===== src/rtl/bn_requant.sv =====
// bn_requant
// Per-channel folded batch-norm and requantization stage. Each valid sample
// is multiplied by a per-channel signed fixed-point scale. A per-channel bias
// is added and the sum is rounded half-up. The result is shifted back by FRAC
// and saturated to N bits. Scale/bias tables are written through a simple
// config port and may be rewritten while samples are streaming.
//
// Ports:
//   clk, rst      clock (rising edge), synchronous active-high reset
//   cfg_we        table write strobe
//   cfg_addr      channel whose scale/bias entry is written
//   cfg_scale     signed scale, FRAC fractional bits
//   cfg_bias      signed bias in output units
//   data_in       signed input sample
//   channel_in    channel of data_in
//   valid_in      qualifies data_in/channel_in
//   data_out      signed requantized sample (zero when not valid)
//   channel_out   channel of data_out (zero when not valid)
//   valid_out     qualifies data_out/channel_out
//
// Latency is 3 cycles from capture: input/table-read register, product
// register, shifted-sum register, then the saturated output register.
module bn_requant #(
  parameter int N        = 16,
  parameter int CHANNELS = 16,
  parameter int SCALE_W  = 16,
  parameter int FRAC     = 8,
  parameter int AW       = (CHANNELS > 1) ? $clog2(CHANNELS) : 1
) (
  input  logic                clk,
  input  logic                rst,
  input  logic                cfg_we,
  input  logic [AW-1:0]       cfg_addr,
  input  logic [SCALE_W-1:0]  cfg_scale,
  input  logic [N-1:0]        cfg_bias,
  input  logic [N-1:0]        data_in,
  input  logic [AW-1:0]       channel_in,
  input  logic                valid_in,
  output logic [N-1:0]        data_out,
  output logic [AW-1:0]       channel_out,
  output logic                valid_out
);

  localparam int PW   = N + SCALE_W;
  localparam int ACCW = PW + 2;

  localparam logic [SCALE_W-1:0]    SCALE_ONE = SCALE_W'(1) << FRAC;
  localparam logic signed [ACCW-1:0] ROUND_HALF = ACCW'(1) << (FRAC - 1);
  localparam logic signed [ACCW-1:0] MAX_V = {{(ACCW-N+1){1'b0}}, {(N-1){1'b1}}};
  localparam logic signed [ACCW-1:0] MIN_V = {{(ACCW-N+1){1'b1}}, {(N-1){1'b0}}};

  logic [SCALE_W-1:0] scale_tab_q [CHANNELS];
  logic [N-1:0]       bias_tab_q  [CHANNELS];

  logic signed [N-1:0]       data1_q;
  logic signed [SCALE_W-1:0] scale1_q;
  logic signed [N-1:0]       bias1_q;
  logic [AW-1:0]             chan1_q;
  logic                      valid1_q;

  logic signed [PW-1:0]      prod_d;
  logic signed [PW-1:0]      prod2_q;
  logic signed [N-1:0]       bias2_q;
  logic [AW-1:0]             chan2_q;
  logic                      valid2_q;

  logic signed [ACCW-1:0]    acc_d;
  logic signed [ACCW-1:0]    res_d;
  logic signed [ACCW-1:0]    res3_q;
  logic [AW-1:0]             chan3_q;
  logic                      valid3_q;

  logic [N-1:0]              sat_d;
  logic [N-1:0]              data_out_q;
  logic [AW-1:0]             chan_out_q;
  logic                      valid_out_q;

  // Coefficient tables. Reset restores identity (scale 1.0, bias 0) and takes
  // priority over any write presented in the same cycle.
  always_ff @(posedge clk) begin
    if (rst) begin
      for (int i = 0; i < CHANNELS; i++) begin
        scale_tab_q[i] <= SCALE_ONE;
        bias_tab_q[i]  <= '0;
      end
    end else if (cfg_we && (32'(cfg_addr) < CHANNELS)) begin
      scale_tab_q[cfg_addr] <= cfg_scale;
      bias_tab_q[cfg_addr]  <= cfg_bias;
    end
  end

  // Stage 1: capture the sample and read its coefficients. The read sees the
  // table before a write on the same edge, so a colliding write only affects
  // later samples.
  always_ff @(posedge clk) begin
    if (rst) begin
      data1_q  <= '0;
      scale1_q <= '0;
      bias1_q  <= '0;
      chan1_q  <= '0;
      valid1_q <= 1'b0;
    end else begin
      data1_q  <= data_in;
      scale1_q <= scale_tab_q[channel_in];
      bias1_q  <= bias_tab_q[channel_in];
      chan1_q  <= channel_in;
      valid1_q <= valid_in;
    end
  end

  assign prod_d = PW'(data1_q) * PW'(scale1_q);

  // Stage 2: full-width signed product.
  always_ff @(posedge clk) begin
    if (rst) begin
      prod2_q  <= '0;
      bias2_q  <= '0;
      chan2_q  <= '0;
      valid2_q <= 1'b0;
    end else begin
      prod2_q  <= prod_d;
      bias2_q  <= bias1_q;
      chan2_q  <= chan1_q;
      valid2_q <= valid1_q;
    end
  end

  // Bias is aligned to the product's binary point. Adding half an LSB before
  // the arithmetic shift gives round-half-up.
  always_comb begin
    acc_d = ACCW'(prod2_q) + (ACCW'(bias2_q) <<< FRAC) + ROUND_HALF;
    res_d = acc_d >>> FRAC;
  end

  // Stage 3: rounded and shifted result, still at full width for saturation.
  always_ff @(posedge clk) begin
    if (rst) begin
      res3_q   <= '0;
      chan3_q  <= '0;
      valid3_q <= 1'b0;
    end else begin
      res3_q   <= res_d;
      chan3_q  <= chan2_q;
      valid3_q <= valid2_q;
    end
  end

  always_comb begin
    sat_d = res3_q[N-1:0];
    if (res3_q > MAX_V) begin
      sat_d = MAX_V[N-1:0];
    end else if (res3_q < MIN_V) begin
      sat_d = MIN_V[N-1:0];
    end
  end

  // Output register. Idle slots drive all-zero so the downstream stage can
  // rely on clean outputs.
  always_ff @(posedge clk) begin
    if (rst) begin
      data_out_q  <= '0;
      chan_out_q  <= '0;
      valid_out_q <= 1'b0;
    end else begin
      data_out_q  <= valid3_q ? sat_d : '0;
      chan_out_q  <= valid3_q ? chan3_q : '0;
      valid_out_q <= valid3_q;
    end
  end

  assign data_out    = data_out_q;
  assign channel_out = chan_out_q;
  assign valid_out   = valid_out_q;

endmodule


===== config.mk =====
export PLATFORM = sky130hd
export DESIGN_NAME = bn_requant
export DESIGN_NICKNAME = d
export VERILOG_FILES = /design/src/rtl/bn_requant.sv
export SDC_FILE = /design/constraint.sdc
export NUM_CORES = 2
export LEC_CHECK = 0
export ABC_AREA = 1
export BUFFER_PORTS_ARGS = -buffer_cell sky130_fd_sc_hd__buf_2
export CAP_MARGIN = 20
export CORE_UTILIZATION = 28
export CTS_BUF_LIST = sky130_fd_sc_hd__clkbuf_8
export CTS_CLUSTER_SIZE = 20
export DETAILED_ROUTE_END_ITERATION = 16
export HOLD_SLACK_MARGIN = 0.15
export MAX_ROUTING_LAYER = met4
export SLEW_MARGIN = 40
export SYNTH_ARGS = -nofsm -noshare
export SYNTH_HDL_FRONTEND = slang
export SYNTH_SLANG_ARGS = --single-unit

===== constraint.sdc =====
create_clock -name clk -period 12.4 [get_ports clk]
set_clock_uncertainty 0.15 [all_clocks]
set_input_delay 0 -clock clk [delete_from_list [all_inputs] [get_ports clk]]
set_output_delay 0 -clock clk [all_outputs]
set_load 0.005 [all_outputs]

==> qor.txt <==
met2 WL: 55900 um
fin. max-slew vios: 0
initial antenna violation count: 3
Die Y: 374 um
DRC viols: 0
Tot GR Track Use: 0.169
num rows: 136
#FFs+latches synth: 663
routed vias/inst: 4.76
cells along the critical path: nand2_1 -> inv_1 -> fa_1 -> fa_1 -> inv_1 -> fa_1 -> fa_1 -> inv_1 -> fa_1 -> inv_1 -> fa_1 -> inv_1 -> ha_1 -> nand2_1 -> nor2_1 -> nand2_1 -> nor4_1 -> nand2_1 -> a21oi_1 -> nor2_1
top cell type's share of synthesized area: 0.397
highest metal layer with signal wires: met4
CP Capture Type: register
H-Tree Level Count: 3
Finished Layout Cells: 6209
Synth area leaders: edfxtp_1, fa_1, nor2_1
drt first pass iters: 6
vias in the first global route: 29500
postcts setup bufs: 0
CTS Buffer Depth: 3
Setup Crit Path Kind: register to register
Fmax: 0.158 GHz
WL per Instance: 18.5 um
Routed Wire Length: 115000 um
Pwr Density: 143 nW/um2
Netlist cell types: 43
first-pass GRT wire length: 176000 um
worst path required time: 12900 ps
IO Count: 81
final net count: 4748
clock buffer count from CTS: 109
placed cell count: 5895
Worst path most repeated cell: fa_1
Final setup viols: 0
area grow syn2layout: 13.1%
CP startpoint kind: register
Final TNS setup: 0 ps
Final Critical Period: 6310 ps
overall power: 6.26 mW
Netlist Area Pre-Place: 38700 um2
root buffer cell: clkbuf_8
via count: 29600
Starting Density: 0.282
RSZ-0062 raised after global routing: no
Post-DP HPWL: 71000 um
largest net degree at the start of global routing: 102
remaining antenna violation count: 0
clock sink count: 663
core box area: 137000 um2
critical path's slowest cell: dfxtp_1
YS warnings: 0
largest fanout on the critical path: 16
GRT Residual Overflow: 0
DRT met1 WL: 47700 um
later-pin clock latency in the skew report: 790 ps
gpl congestion: 0.898
synthesized netlist cell count: 4231
period utilization: 0.509
share of cells above drive strength 1: 0.0664
1st-iter DRT viols: 2639
final hold vios: 0
die extent in x: 374 um
Mapped Nets: 4656
I/O Buffers: 80
post-synthesis area per instance: 9.14 um2
status: complete, no violations
area of the die: 140000 um2
critical path arrival: 6810 ps
Reg clk slew, reported paths: 70 ps
Worst Tran Pin Value: 857 ps
leakage power: 19.2 nW
CP peak stage delay: 780 ps
routed wl met3: 8250 um
Max-cap violations: 0
worst min-delay path class: primary input to register
Worst VDD drop: 0.0786 mV
sequential share of the synthesized area: 0.476
cell accounting for the most synthesized area: edfxtp_1
CTS tree: built
Slew HR: 0.428
[layer usage]
metal	vias to the layer above	track usage
li1	13700	-
met1	14600	0.208
met2	1103	0.282
met3	198	0.0272
met4	0	0.0534
met5	-	-
[logic make-up after synthesis]
| group | after synthesis | synth area share |
|---|---|---|
| AND/OR/NAND/NOR | 1655 | 0.166 |
| buffers and inverters | 942 | 0.0965 |
| flip-flops | 663 | 0.476 |
| AO/OA/AOI/OAI | 604 | 0.0922 |
| adder cells (fa/ha/maj) | 365 | 0.169 |
| XOR/XNOR | 2 | 0.000453 |
[report_power, final]
| group | total (mW) | switching [mW] | internal, mW |
|---|---|---|---|
| Clock | 1.80 | 0.923 | 0.875 |
| Sequential | 2.67 | 0.104 | 2.57 |
| Combinational | 1.80 | 1.19 | 0.609 |
| Total | 6.26 | 2.21 | 4.05 |
[path summary, 6_finish.rpt]
| kind | start | end | slack, ps | depth (start not counted) |
|---|---|---|---|---|
| worst max-delay path | scale1_q[4]$_SDFF_PP0_ | prod2_q[26]$_SDFF_PP0_ | 6090 | 20 |
| worst min-delay path | rst | res3_q[0]$_SDFF_PP0_ | 180 | 3 |
| worst min register to register | chan3_q[1]$_SDFF_PP0_ | channel_out[1]$_SDFF_PP0_ | 230 | 2 |
| worst max register to register | scale1_q[4]$_SDFF_PP0_ | prod2_q[26]$_SDFF_PP0_ | 6090 | 20 |
[synth_stat cells, drive strengths merged]
cell type / n
o22ai: 37
dfxtp: 151
nand3b: 5
fa: 262
xor2: 1
o21bai: 8
or2: 6
nand2: 582
nand3: 81
and2: 2
a31oi: 1
ha: 103
nand4: 7
nor2: 950
clkbuf: 205
a21o: 4
o211ai: 37
and3: 1
xnor2: 1
o21ai: 299
o21a: 8
edfxtp: 512
nor3b: 1
a21oi: 119
buf: 52
nor3: 14
o221ai: 91
nor4: 6
inv: 685
[flip-flops by register name, summed over array words and instances, names as in the netlist]
name and cells:
bias1_q 16, bias2_q 16, bias_tab_q 256, chan1_q 4
chan2_q 4, chan3_q 4, channel_out 4, data1_q 16
data_out 16, prod2_q 25, res3_q 26, scale1_q 16
scale_tab_q 256, valid1_q 1, valid2_q 1, valid3_q 1
valid_out 1
[worst max-delay path, delay by kind of cell (launching register included)]
family,cells,cell delay [ps]
AO/OA/AOI/OAI,1,150
adder cells (fa/ha/maj),7,3590
flip-flops,1,780
buffers and inverters,5,510
AND/OR/NAND/NOR,7,990
[what timing repair did]
| action | 4_1_cts | 5_1_grt |
|---|---|---|
| hold endpoints to repair | 599 | 0 |
| gates resized for setup | 0 | 0 |
| endpoints found under the setup margin | 0 | 0 |
| hold buffers | 111 | 0 |
[layout by cell type (no fill, tap or decap), types with 50 or more instances in the layout]
cell	netlist	final
nand3_1	81	81
clkbuf_8	0	113
nor2_1	949	949
fa_1	262	262
buf_2	18	76
ha_1	103	103
nand2_1	576	560
o221ai_1	91	91
dlygate4sd3_1	0	111
o21ai_0	248	248
dfxtp_1	151	150
edfxtp_1	512	512
o21ai_1	50	50
a21oi_1	118	118
inv_1	683	738
[stage by stage]
stage,hold slack [ps],util,worst slack (ps),instance area [um2]
2_1_floorplan,-43.0,-,6670,38700
3_5_place_dp,65.1,0.296,6150,40600
3_3_place_gp,57.8,0.296,6200,40600
5_1_grt,172,0.318,5690,43700
4_1_cts,152,0.318,6110,43700
6_report,175,0.318,6090,43700
[cell type report]
class,count,area (um2)
Sequential cell,663,18400
Clock inverter,88,448
Inverter,685,2590
Antenna cell,2,5.00
Timing Repair Buffer,238,1900
Clock buffer,113,1560
Fill cell,14200,93600
Multi-Input combinational cell,2626,16600
Tap cell,1794,2240
No activity file was read; power rests on OpenSTA's default activity.
